$ cat src/rtl/alu_pkg.sv
// Shared definitions for the ALU micro-program sequencer:
// op encodings, instruction layout and FSM states.
package alu_pkg;

  typedef enum logic [2:0] {
    OP_ADD = 3'b000,
    OP_SUB = 3'b001,
    OP_AND = 3'b010,
    OP_OR  = 3'b011,
    OP_XOR = 3'b100,
    OP_NOT = 3'b101,
    OP_SHL = 3'b110,
    OP_SHR = 3'b111
  } op_e;

  localparam int INS_W    = 8;
  localparam int STOP_BIT = 7;
  localparam int OP_MSB   = 6;
  localparam int OP_LSB   = 4;
  localparam int IMM_MSB  = 3;
  localparam int IMM_LSB  = 0;

  // Packed view matching the field positions above.
  typedef struct packed {
    logic       stop;
    op_e        op;
    logic [3:0] imm;
  } instr_t;

  typedef enum logic [1:0] {
    IDLE = 2'd0,
    EXEC = 2'd1,
    DONE = 2'd2
  } state_e;

endpackage

$ cat src/rtl/alu_exec.sv
// Combinational ALU: y = a op b with zero/carry flags.
// Ports: a, b (W), op (op_e) in; y (W), zero, carry out.
module alu_exec
  import alu_pkg::*;
#(
  parameter int W = 4
) (
  input  logic [W-1:0] a,
  input  logic [W-1:0] b,
  input  op_e          op,
  output logic [W-1:0] y,
  output logic         zero,
  output logic         carry
);

  logic [W:0] wide;

  always_comb begin
    wide  = '0;
    y     = '0;
    carry = 1'b0;
    unique case (op)
      OP_ADD: begin
        wide  = {1'b0, a} + {1'b0, b};
        y     = wide[W-1:0];
        carry = wide[W];
      end
      OP_SUB: begin
        // bit W of the wide difference is the borrow
        wide  = {1'b0, a} - {1'b0, b};
        y     = wide[W-1:0];
        carry = wide[W];
      end
      OP_AND: y = a & b;
      OP_OR:  y = a | b;
      OP_XOR: y = a ^ b;
      OP_NOT: y = ~a;
      OP_SHL: y = {a[W-2:0], 1'b0};
      OP_SHR: y = {1'b0, a[W-1:1]};
      default: y = '0;
    endcase
  end

  assign zero = (y == '0);

endmodule

$ cat src/rtl/alu_seq_ctrl.sv
// Micro-program sequencer: runs ACC <= ACC op IMM per cycle.
// Ports: program write, start/len/acc_init, hold; busy/done/err, acc/zero/carry.
module alu_seq_ctrl
  import alu_pkg::*;
#(
  parameter int DEPTH = 8,
  parameter int W     = 4,
  localparam int AW   = $clog2(DEPTH),
  localparam int LW   = AW + 1
) (
  input  logic          clk,
  input  logic          rst_n,
  input  logic          prog_we,
  input  logic [AW-1:0] prog_addr,
  input  logic [7:0]    prog_data,
  input  logic          start,
  input  logic [LW-1:0] start_len,
  input  logic [W-1:0]  acc_init,
  input  logic          hold,
  output logic          busy,
  output logic          done,
  output logic          err,
  output logic [W-1:0]  acc,
  output logic          zero,
  output logic          carry
);

  state_e        state_q;
  logic [AW-1:0] pc_q;
  logic [LW-1:0] len_q;
  logic [W-1:0]  acc_q;
  logic          zero_q;
  logic          carry_q;
  logic          err_q;
  instr_t        mem_q [DEPTH];

  instr_t        cur;
  logic [W-1:0]  y_d;
  logic          zero_d;
  logic          carry_d;
  logic          len_ok;
  logic          last;

  assign cur = mem_q[pc_q];

  alu_exec #(.W(W)) u_alu (
    .a     (acc_q),
    .b     (cur.imm),
    .op    (cur.op),
    .y     (y_d),
    .zero  (zero_d),
    .carry (carry_d)
  );

  assign len_ok = (start_len != '0) &&
                  (start_len <= LW'(DEPTH));
  assign last   = ({1'b0, pc_q} == (len_q - LW'(1)));

  always_ff @(posedge clk or negedge rst_n) begin
    if (!rst_n) begin
      state_q <= IDLE;
      pc_q    <= '0;
      len_q   <= '0;
      acc_q   <= '0;
      zero_q  <= 1'b0;
      carry_q <= 1'b0;
      err_q   <= 1'b0;
      for (int i = 0; i < DEPTH; i++) begin
        mem_q[i] <= '0;
      end
    end else begin
      err_q <= 1'b0;
      // writes land in IDLE/DONE only; a same-cycle
      // start still sees the new slot on its first read
      if (prog_we && (state_q != EXEC)) begin
        mem_q[prog_addr] <= instr_t'(prog_data);
      end
      unique case (state_q)
        IDLE: begin
          if (start) begin
            if (len_ok) begin
              state_q <= EXEC;
              acc_q   <= acc_init;
              pc_q    <= '0;
              len_q   <= start_len;
              zero_q  <= 1'b0;
              carry_q <= 1'b0;
            end else begin
              err_q <= 1'b1;
            end
          end
        end
        EXEC: begin
          if (!hold) begin
            acc_q   <= y_d;
            zero_q  <= zero_d;
            carry_q <= carry_d;
            if (last || (cur.stop && zero_d)) begin
              state_q <= DONE;
            end else begin
              pc_q <= pc_q + AW'(1);
            end
          end
        end
        DONE: state_q <= IDLE;
        default: state_q <= IDLE;
      endcase
    end
  end

  assign busy  = (state_q == EXEC);
  assign done  = (state_q == DONE);
  assign err   = err_q;
  assign acc   = acc_q;
  assign zero  = zero_q;
  assign carry = carry_q;

endmodule

$ cat config.mk
export PLATFORM = sky130hd
export DESIGN_NAME = alu_seq_ctrl
export DESIGN_NICKNAME = d
export VERILOG_FILES = /design/src/rtl/alu_pkg.sv /design/src/rtl/alu_exec.sv /design/src/rtl/alu_seq_ctrl.sv
export SDC_FILE = /design/constraint.sdc
export NUM_CORES = 1
export LEC_CHECK = 0
export CAP_MARGIN = 10
export CORE_MARGIN = 5
export CORE_UTILIZATION = 59
export DETAILED_ROUTE_END_ITERATION = 10
export HOLD_SLACK_MARGIN = 0.15
export PLACE_DENSITY = 0.76
export SYNTH_ARGS = -nofsm -noshare
export SYNTH_HDL_FRONTEND = slang
export SYNTH_SLANG_ARGS = --single-unit
$ cat constraint.sdc
create_clock -name clk -period 4.4 [get_ports clk]
set_input_delay 0.66 -clock clk [delete_from_list [all_inputs] [get_ports clk]]
set_output_delay 0.66 -clock clk [all_outputs]
set_load 0.02 [all_outputs]
==> run_results.csv <==
group,metric,value,unit
run_status,status,"completed",
yosys,syn_area,0.00440,mm²
floorplanning,dieArea,0.00928,mm²
layout,antenna_cells,0,
sta,grt_setup_unrepaired,"false",
floorplanning,die_h,96.3,µm
critical_path,critPathKind,"register to register",
clock_network,post-cts-setup-buffers,0,
placement,finalWeightedCongestion,0.922,
sta,hold_violations,0,
power,power.density,891,mW/mm²
power,power_leakage,0.00223,µW
global_route,grt-ovfl-total,0,
placement,dp_cells,458,
power,p_sw,1800,µW
job,maxCapViolCount,0,
drt,wirelength,8.92,mm
hold_path,hold_path.class,"primary input to async pin",
yosys,synth_area_per_cell,13.1,µm²
yosys,synth_area_leader_cell,"dfrtp_1",
drt,ant_nets,0,
sta,relSlewSlack,33.8,%
sta,tightestPinTransition,993,ps
floorplanning,io-pin-count,33,
drt,drt_pre_antenna_iters,4,
clock_network,insertion_delay,350,ps
clock_network,cts_hold_buf,0,
power,vdd_drop_max,0.000427,V
sta,skew,9.68,ps
yosys,synth_seq_cells,80,
sta,min_period,3650,ps
critical_path,critPathArrivalTime,3890,ps
yosys,ys.flop_type,"dfrtp_1",
floorplanning,die_w,96.3,µm
floorplanning,core,0.00725,mm²
drt,drt_iter0_markers,189,
sta,finalSetupViolCount,0,
yosys,syn_nets,377,
layout,area_growth,14.8,%
critical_path,worstPathRequired,4640,ps
critical_path,reg2reg_to,"pc_q[2]$_DFFE_PN0P_",
yosys,ys_warn_count,0,
power,comb_power_share,56.1,%
yosys,synth-edff-count,0,
global_route,grt_pass1_wl,14.8,mm
critical_path,reg2reg_from,"pc_q[0]$_DFFE_PN0P_",
layout,final_cells,474,
clock_network,h-tree-depth,3,
yosys,yosysUniqueCellTypes,52,
critical_path,path_cells,"mux4_2 -> mux2i_1 -> inv_1 -> ha_1 -> inv_1 -> fa_1 -> xor2_1 -> mux2_2 -> nor2_1 -> o32ai_4 -> a41oi_4 -> nand2_2 -> a31o_1",
layout,drive_above_1_share,31.7,%
clock_network,cts_inserted_buffers,9,
power,seqPwrFrac,30.3,%
drt,drc_errors,0,
sta,min_period_over_period,82.8,%
drt,vias,2801,
sta,clock.fmax,274,MHz
critical_path,crit_family,"multiplexers",
layout,fin_nets,412,
clock_network,cts_tree,"built",
layout,fillCellCount,545,
sta,drv_slew,0,
yosys,synth_area_leaders,"dfrtp_1, mux2_2, mux4_2",
clock_network,cts_max_path_buffers,2,
floorplanning,start_util,60.6,%
global_route,grt_pass1_vias,2888,
critical_path,cp_common_cell,"inv_1",
clock_network,cts_resized,0,
critical_path,start_kind,"register",
yosys,synth_top_area_share,45.5,%
layout,stdcell_area,0.00504,mm²
critical_path,worst_path_max_delay_cell,"dfrtp_1",
critical_path,crit_path_max_incr_delay,750,ps
global_route,grt_max_degree,81,
critical_path,cp-end-kind,"register",
yosys,ys_seq_area_share,45.5,%
placement,numPortBuffers,32,
clock_network,path_clk_slew,90,ps
floorplanning,rows,31,
global_route,grt_usage,21.4,%
critical_path,r2r_setup_slack,750,ps
power,intPower,2690,µW
placement,dpl.hpwl,6.15,mm
sta,tns,0,ps
clock_network,clock-sinks,80,
critical_path,worst-path-buf-inv,2,
power,p_sw_share,40.1,%
yosys,async_reset_ff_share,100,%
placement,place_area,0.00482,mm²
critical_path,r2r_cells,13,
drt,wl_per_cell,18.8,µm
drt,viasPerCell,5.91,
yosys,netlist_instances,335,
clock_network,root_buffer,"clkbuf_8",
yosys,synth.most_common_cell,"dfrtp_1",
power,clkPwrFrac,13.6,%
critical_path,path_max_fanout,13,
global_route,antenna_found_initial,0,
yosys,synth_commonest_cells,"dfrtp_1, mux2_2, nor2_1",
-- worst max path at each step --
stage	startpoint	to	slack (ps)	depth (start not counted)
after floorplan	pc_q[0]$_DFFE_PN0P_	pc_q[1]$_DFFE_PN0P_	660	13
after global placement	pc_q[0]$_DFFE_PN0P_	pc_q[1]$_DFFE_PN0P_	840	13
after detailed placement	pc_q[0]$_DFFE_PN0P_	pc_q[1]$_DFFE_PN0P_	750	13
after CTS	pc_q[0]$_DFFE_PN0P_	pc_q[2]$_DFFE_PN0P_	730	13
after global routing	pc_q[0]$_DFFE_PN0P_	pc_q[1]$_DFFE_PN0P_	550	13
final	pc_q[0]$_DFFE_PN0P_	pc_q[2]$_DFFE_PN0P_	750	13
-- worst reg2reg max path, stage by stage (launching register included) --
cell and delay (ps):
dfrtp_1 750, mux4_2 580, mux2i_1 310, inv_1 110
ha_1 220, inv_1 80, fa_1 220, xor2_1 80
mux2_2 260, nor2_1 160, o32ai_4 130, a41oi_4 290
nand2_2 110, a31o_1 240
-- registers in the layout (all words and copies together) (netlist names) --
| register | flops |
|---|---|
| err | 1 |
| state_q | 2 |
| carry | 1 |
| len_q | 4 |
| acc | 4 |
| zero | 1 |
| mem_q | 64 |
| pc_q | 3 |
-- through the flow --
stage / util, % / hold WS [ps] / setup slack [ps] / power, µW
after floorplan: - / 364 / 663 / 3310
after global placement: 66.4 / 447 / 835 / 3810
after detailed placement: 66.4 / 467 / 745 / 3880
after CTS: 69.6 / 479 / 734 / 4510
after global routing: 69.6 / 497 / 551 / 4810
final: 69.6 / 478 / 755 / 4490
-- logic make-up after synthesis --
group	share of synthesized area, %
muxes	29.2
adders and majority gates	5.47
and+or+nand+nor	7.09
DFF	45.5
buffers and inverters	2.93
xor gates and xnor gates	1.59
AOI/OAI and AO/OA	8.17
-- cells in the final DEF (no fill, tap or decap), types with 3 or more instances in the layout --
cell type | netlist | routed
dfrtp_1 | 80 | 80
mux2_2 | 70 | 70
clkdlybuf4s50_1 | 0 | 31
nor2_1 | 17 | 17
ha_1 | 16 | 16
inv_1 | 15 | 15
mux4_2 | 14 | 14
nand2_1 | 13 | 13
a21oi_1 | 10 | 10
mux2i_1 | 9 | 9
clkbuf_8 | 0 | 9
buf_4 | 3 | 7
xnor2_1 | 6 | 6
o21ai_0 | 6 | 6
nor3_1 | 5 | 5
a211oi_1 | 5 | 5
nor2b_1 | 4 | 4
and3_1 | 4 | 4
nand2b_1 | 3 | 3
and2_1 | 3 | 3
nand3b_1 | 3 | 3
inv_6 | 0 | 3
-- per-layer routing --
| metal | track usage, % | share of wire [%] | vias to the layer above |
|---|---|---|---|
| li1 | - | - | 1300 |
| met1 | 27.7 | 44 | 1426 |
| met2 | 35.3 | 50 | 55 |
| met3 | 3.67 | 3.5 | 20 |
| met4 | 9.58 | 2.7 | 0 |
| met5 | 0 | 0 | - |
-- final cells by class --
cell class,instances,area [µm²],area share [%]
multi-input combinational,226,2270,45.1
tap,99,124,2.46
clock buffer,9,124,2.46
timing repair buffer,38,363,7.19
clock inverter,7,101,2.01
inverter,15,56.3,1.12
sequential,80,2000,39.7
-- power groups by stage --
stage	clock network, µW	logic, µW	registers, µW
6_report	612	2520	1360
5_1_grt	660	2750	1410
3_3_place_gp	0	2460	1350
2_1_floorplan	0	2050	1260
3_5_place_dp	0	2510	1370
4_1_cts	630	2520	1360
Power figures use the tool's default switching activity.
